===== config.mk =====
export PLATFORM = sky130hd
export DESIGN_NAME = int_arbiter
export DESIGN_NICKNAME = d
export VERILOG_FILES = /design/src/rtl/int_arbiter.sv
export SDC_FILE = /design/constraint.sdc
export NUM_CORES = 1
export LEC_CHECK = 0
export BUFFER_PORTS_ARGS = -buffer_cell sky130_fd_sc_hd__buf_4
export CORE_MARGIN = 2
export CORE_UTILIZATION = 38
export CTS_CLUSTER_SIZE = 14
export DETAILED_ROUTE_END_ITERATION = 8
export PLACE_DENSITY_LB_ADDON = 0.05
export SYNTH_ARGS = -nofsm -noshare
export SYNTH_HDL_FRONTEND = slang
export SYNTH_SLANG_ARGS = --single-unit

===== constraint.sdc =====
create_clock -name clock -period 2.13 [get_ports clock]
set_input_delay 0.3195 -clock clock [delete_from_list [all_inputs] [get_ports clock]]
set_output_delay 0.3195 -clock clock [all_outputs]
set_load 0.02 [all_outputs]

===== src/rtl/int_arbiter.sv =====
// Fixed-priority interrupt controller: latches source edges, masks, grants the lowest pending id to the CPU.
// Latency: src_req edge sampled at edge t -> pending after t -> int_req after edge t+1.
// Backpressure: a granted request is held in REQ until int_ack or mask withdraw; service blocks new grants until EOI.
// Ports: clock/rst_n (sync, active-low); src_req edge inputs; addr/w_data/w_en/r_data/r_hit register bus;
//        int_ack from CPU; int_req/int_en/int_vec/active_id to CPU.
module int_arbiter #(
   parameter int         N_SRC      = 4,
   parameter logic [7:0] MASK_ADDR  = 8'd247,
   parameter logic [7:0] PEND_ADDR  = 8'd246,
   parameter logic [7:0] EOI_ADDR   = 8'd245,
   parameter logic [7:0] VEC_ADDR   = 8'd250,
   parameter int         VEC_STRIDE = 4
) (
   input  logic             clock,
   input  logic             rst_n,
   input  logic [N_SRC-1:0] src_req,
   input  logic [7:0]       addr,
   input  logic [7:0]       w_data,
   input  logic             w_en,
   output logic [7:0]       r_data,
   output logic             r_hit,
   input  logic             int_ack,
   output logic             int_req,
   output logic [7:0]       int_en,
   output logic [7:0]       int_vec,
   output logic [2:0]       active_id
);

   typedef enum logic [1:0] {
      ST_IDLE    = 2'b00,
      ST_REQ     = 2'b01,
      ST_SERVICE = 2'b10
   } state_t;

   state_t             state_q, state_d;
   logic [N_SRC-1:0]   mask_q, mask_d;
   logic [N_SRC-1:0]   pending_q, pending_d;
   logic [N_SRC-1:0]   src_prev_q, src_prev_d;
   logic [7:0]         vec_base_q, vec_base_d;
   logic               int_req_q, int_req_d;
   logic [7:0]         int_en_q, int_en_d;
   logic [7:0]         int_vec_q, int_vec_d;
   logic [2:0]         active_id_q, active_id_d;

   logic               wr_mask, wr_pend, wr_eoi, wr_vec;
   logic [N_SRC-1:0]   rise, pend_clr, eligible, active_oh;
   logic [2:0]         grant_id;
   logic [7:0]         grant_vec;

   assign wr_mask = w_en && (addr == MASK_ADDR);
   assign wr_pend = w_en && (addr == PEND_ADDR);
   assign wr_eoi  = w_en && (addr == EOI_ADDR);
   assign wr_vec  = w_en && (addr == VEC_ADDR);

   assign rise     = src_req & ~src_prev_q;
   assign eligible = pending_q & mask_q;

   // Lowest index wins: scan downward so the last hit is the smallest id.
   always_comb begin
      grant_id = 3'd0;
      for (int i = N_SRC - 1; i >= 0; i--) begin
         if (eligible[i]) grant_id = 3'(i);
      end
   end

   // Vector wraps modulo 256 by truncation.
   assign grant_vec = vec_base_q + 8'(int'(grant_id) * VEC_STRIDE);

   // One-hot of the active id, avoids indexing an N_SRC vector with a 3-bit id.
   always_comb begin
      active_oh = '0;
      for (int i = 0; i < N_SRC; i++) begin
         active_oh[i] = (active_id_q == 3'(i));
      end
   end

   always_comb begin
      state_d     = state_q;
      int_req_d   = int_req_q;
      int_en_d    = int_en_q;
      int_vec_d   = int_vec_q;
      active_id_d = active_id_q;
      src_prev_d  = src_req;
      mask_d      = wr_mask ? w_data[N_SRC-1:0] : mask_q;
      vec_base_d  = wr_vec  ? w_data : vec_base_q;
      pend_clr    = wr_pend ? w_data[N_SRC-1:0] : '0;

      case (state_q)
         ST_IDLE: begin
            if (|eligible) begin
               active_id_d = grant_id;
               int_vec_d   = grant_vec;
               int_req_d   = 1'b1;
               state_d     = ST_REQ;
            end
         end
         ST_REQ: begin
            // Ack beats a simultaneous mask withdraw.
            if (int_ack) begin
               int_req_d = 1'b0;
               int_en_d  = 8'h00;
               pend_clr  = pend_clr | active_oh;
               state_d   = ST_SERVICE;
            end else if (!(|(mask_q & active_oh))) begin
               // Software masked the active source: withdraw, leave it pending.
               int_req_d = 1'b0;
               state_d   = ST_IDLE;
            end
         end
         ST_SERVICE: begin
            if (wr_eoi) begin
               int_en_d = 8'h01;
               state_d  = ST_IDLE;
            end
         end
         default: begin
            int_req_d = 1'b0;
            int_en_d  = 8'h01;
            state_d   = ST_IDLE;
         end
      endcase

      // A new edge wins over any clear of the same bit.
      pending_d = (pending_q & ~pend_clr) | rise;
   end

   always_ff @(posedge clock) begin
      if (!rst_n) begin
         state_q     <= ST_IDLE;
         mask_q      <= '0;
         pending_q   <= '0;
         src_prev_q  <= '0;
         vec_base_q  <= 8'h00;
         int_req_q   <= 1'b0;
         int_en_q    <= 8'h01;
         int_vec_q   <= 8'h00;
         active_id_q <= 3'd0;
      end else begin
         state_q     <= state_d;
         mask_q      <= mask_d;
         pending_q   <= pending_d;
         src_prev_q  <= src_prev_d;
         vec_base_q  <= vec_base_d;
         int_req_q   <= int_req_d;
         int_en_q    <= int_en_d;
         int_vec_q   <= int_vec_d;
         active_id_q <= active_id_d;
      end
   end

   always_comb begin
      r_hit  = 1'b1;
      r_data = 8'h00;
      if (addr == MASK_ADDR)      r_data = 8'(mask_q);
      else if (addr == PEND_ADDR) r_data = 8'(pending_q);
      else if (addr == VEC_ADDR)  r_data = vec_base_q;
      else if (addr == EOI_ADDR)  r_data = {state_q, 3'b000, active_id_q};
      else                        r_hit  = 1'b0;
   end

   assign int_req   = int_req_q;
   assign int_en    = int_en_q;
   assign int_vec   = int_vec_q;
   assign active_id = active_id_q;

endmodule


==> impl_metrics.py <==
metrics = {
    "timing": {
        "fin_crit_sh_pct": 90.3,
        "fmax_mhz": 520,
        "rsz0062_at_grt": "no",
        "fin_ws_ps": 206,
        "skew_ps": 4.64,
        "finalHoldViolations": 0,
        "holdWs_ps": 248,
        "setup_violations": 0,
        "timing.setup.tns_ps": 0,
        "slew_viol_final": 0,
        "min_period_ps": 1920,
    },
    "route": {
        "route.vias.total": 1560,
        "ant_nets": 0,
        "drtPass1Iterations": 4,
        "drcViolationCount": 0,
        "via_per_inst": 5.32,
        "wl_per_cell_um": 14.9,
        "routed_wl_um": 4350,
        "drt_iter0_markers": 83,
    },
    "worst_setup_path": {
        "critPathLaunchType": "register",
        "timing.reg2reg.setup_slack_ps": 210,
        "critical_path.top_delay_family": "compound AO/OA/AOI/OAI gates",
        "r2r_end": "int_vec[7]",
        "path_buf_inv": 0,
        "crit_path_max_fanout": 5,
        "slowest_delay_ps": 380,
        "crit_path_start": "mask_q[0]",
        "arrival_ps": 2070,
        "timing.rr.start": "mask_q[0]",
        "path_cells": "a22oi_1 > nor2b_1 > ha_1 > a21o_1 > nand4_1 > xor2_1 > a21oi_1",
        "cp_slowest_cell": "a22oi_1",
        "critPathKind": "register to register",
        "required_ps": 2280,
        "ff2ff_path_depth": 7,
        "endpoint_kind": "register",
    },
    "pwr": {
        "power_uw": 1220,
        "vdd_drop_max_uv": 322,
        "cellPowerDensity_nw_per_um2": 567,
        "internal-power_uw": 941,
        "power.leakage_uw": 0.000950,
        "pwr-share-seq_pct": 53.9,
        "combinationalPowerShare_pct": 8.3,
        "p_sw_share_pct": 23.0,
        "netSwitchingPower_uw": 281,
        "clockPowerShare_pct": 37.9,
    },
    "cts": {
        "cts_hold_buffers": 0,
        "cts_buffer_depth": 2,
        "cts_tree": "built",
        "post-cts-setup-buffers": 0,
        "cts_resized": 0,
        "clk_pin_slew_ps": 70,
        "h-tree-depth": 2,
        "root_buffer": "clkbuf_8",
        "cts_buffers": 5,
        "clk_latency_ps": 280,
        "cts.sinks": 34,
    },
    "cells_and_area": {
        "drive_above_1_share_pct": 24.1,
        "final_common_cell": "buf_4",
        "final_cell_mix": "buf_4, dfxtp_1, nand2_1",
        "diodes": 0,
        "syn_to_final_growth_pct": 23.5,
        "stdcell_count": 293,
        "final_nets": 269,
    },
    "global_route": {
        "antenna_found_initial": 0,
        "grt_pass1_vias": 1463,
        "grt_usage_pct": 17.7,
        "overflow": 0,
        "grt_pass1_wl_um": 7040,
        "grt_max_degree": 31,
    },
    "flow_run": {
        "drv_cap": 0,
    },
    "logic_synthesis": {
        "async_flop_share_pct": 0,
        "postSynthCellCount": 200,
        "synth_flop_cell": "dfxtp_1",
        "synth_area_um2": 1740,
        "synth_warnings": 0,
        "synth_seq_cells": 34,
        "synth-edff-count": 0,
        "yosysSeqAreaShare_pct": 39.0,
        "syn_area_per_cell_um2": 8.72,
        "yosys.cell_types.count": 46,
    },
    "place": {
        "gp_congestion": 0.846,
        "dp_hpwl_um": 3230,
        "numPlacedInstances": 287,
        "dp_worst_setup_slack_ps": 232,
        "io_buffers": 44,
    },
    "floorplanning": {
        "die_h_um": 71.8,
        "ios": 53,
        "rows": 24,
        "initial_utilization_pct": 39.8,
        "core_um2": 4380,
        "chipWidth_um": 71.8,
        "die_area_um2": 5150,
    },
    "min_path": {
        "hp-start": "src_req[1]",
        "hold_depth": 3,
        "worstHoldPathType": "input port to register",
        "whs_endpoint": "src_prev_q[1]",
    },
    "status": {
        "status": "finished clean",
    },
}
power groups by stage:
stage	logic, uW	clock network [uW]	registers [uW]
floorplan	64.6	0	669
global placement	101	0	672
detailed placement	101	0	672
CTS	101	481	658
global route	112	507	659
finish	101	462	658
synth_stat cells, types with 4 or more instances:
cell	n	share of area [%]
dfxtp_1	34	39
nand2_1	24	5.2
o21ai_0	13	3.7
nor2_1	12	2.6
mux2i_1	11	6.3
nand3_1	10	2.9
buf_4	9	3.9
a21oi_1	8	2.3
and3_1	7	2.5
inv_1	7	1.5
and2_1	5	1.8
buf_2	4	1.1
clkbuf_1	4	0.86
o22ai_1	4	1.4
per-layer routing:
metal,vias to the layer above,share of wire [%],GRT usage [%]
met3,2,7.5,5.49
li1,776,-,-
met1,728,47,24.2
met2,54,45,26.9
met5,-,0,0
met4,0,0.48,5.03
worst register-to-register path, stage by stage, from the launching register on:
cell     delay (ps)
dfxtp_1         350
a22oi_1         380
nor2b_1         290
ha_1            280
a21o_1          170
nand4_1         100
xor2_1          150
a21oi_1          70
cell families after synthesis:
logic type	synth area share, %
other cells	0.215
xor+xnor	2.01
fa+ha+maj	2.58
simple gates	23.7
compound gates	17.5
flops	39.0
mux	7.60
buf+inv	7.39
worst max-delay path by stage:
stage	endpoint	cells past startpoint
6_report	int_vec[7]	7
5_1_grt	int_vec[7]	7
4_1_cts	int_vec[7]	7
3_5_place_dp	int_vec[7]	7
3_3_place_gp	int_vec[7]	7
2_1_floorplan	int_vec[7]	7
state kept, by name (all words and copies together) (netlist names):
register / flops
int_vec: 8
vec_base_q: 8
mask_q: 4
pending_q: 4
src_prev_q: 4
active_id: 2
state_q: 2
int_en: 1
int_req: 1
cell type report:
type	instances	area, um^2
multi-input combinational	149	961
clock buffer	6	82.6
inverter	7	26.3
timing repair buffer	45	338
fill	407	2230
sequential	34	681
tap	52	65.1
stage by stage:
| stage | cell area [um^2] | util (%) |
|---|---|---|
| 6_report | 2150 | 49.1 |
| 3_3_place_gp | 2070 | 47.2 |
| 2_1_floorplan | 1770 | - |
| 3_5_place_dp | 2070 | 47.2 |
| 5_1_grt | 2150 | 49.1 |
| 4_1_cts | 2150 | 49.1 |
No activity file was read; power rests on OpenSTA's default activity.
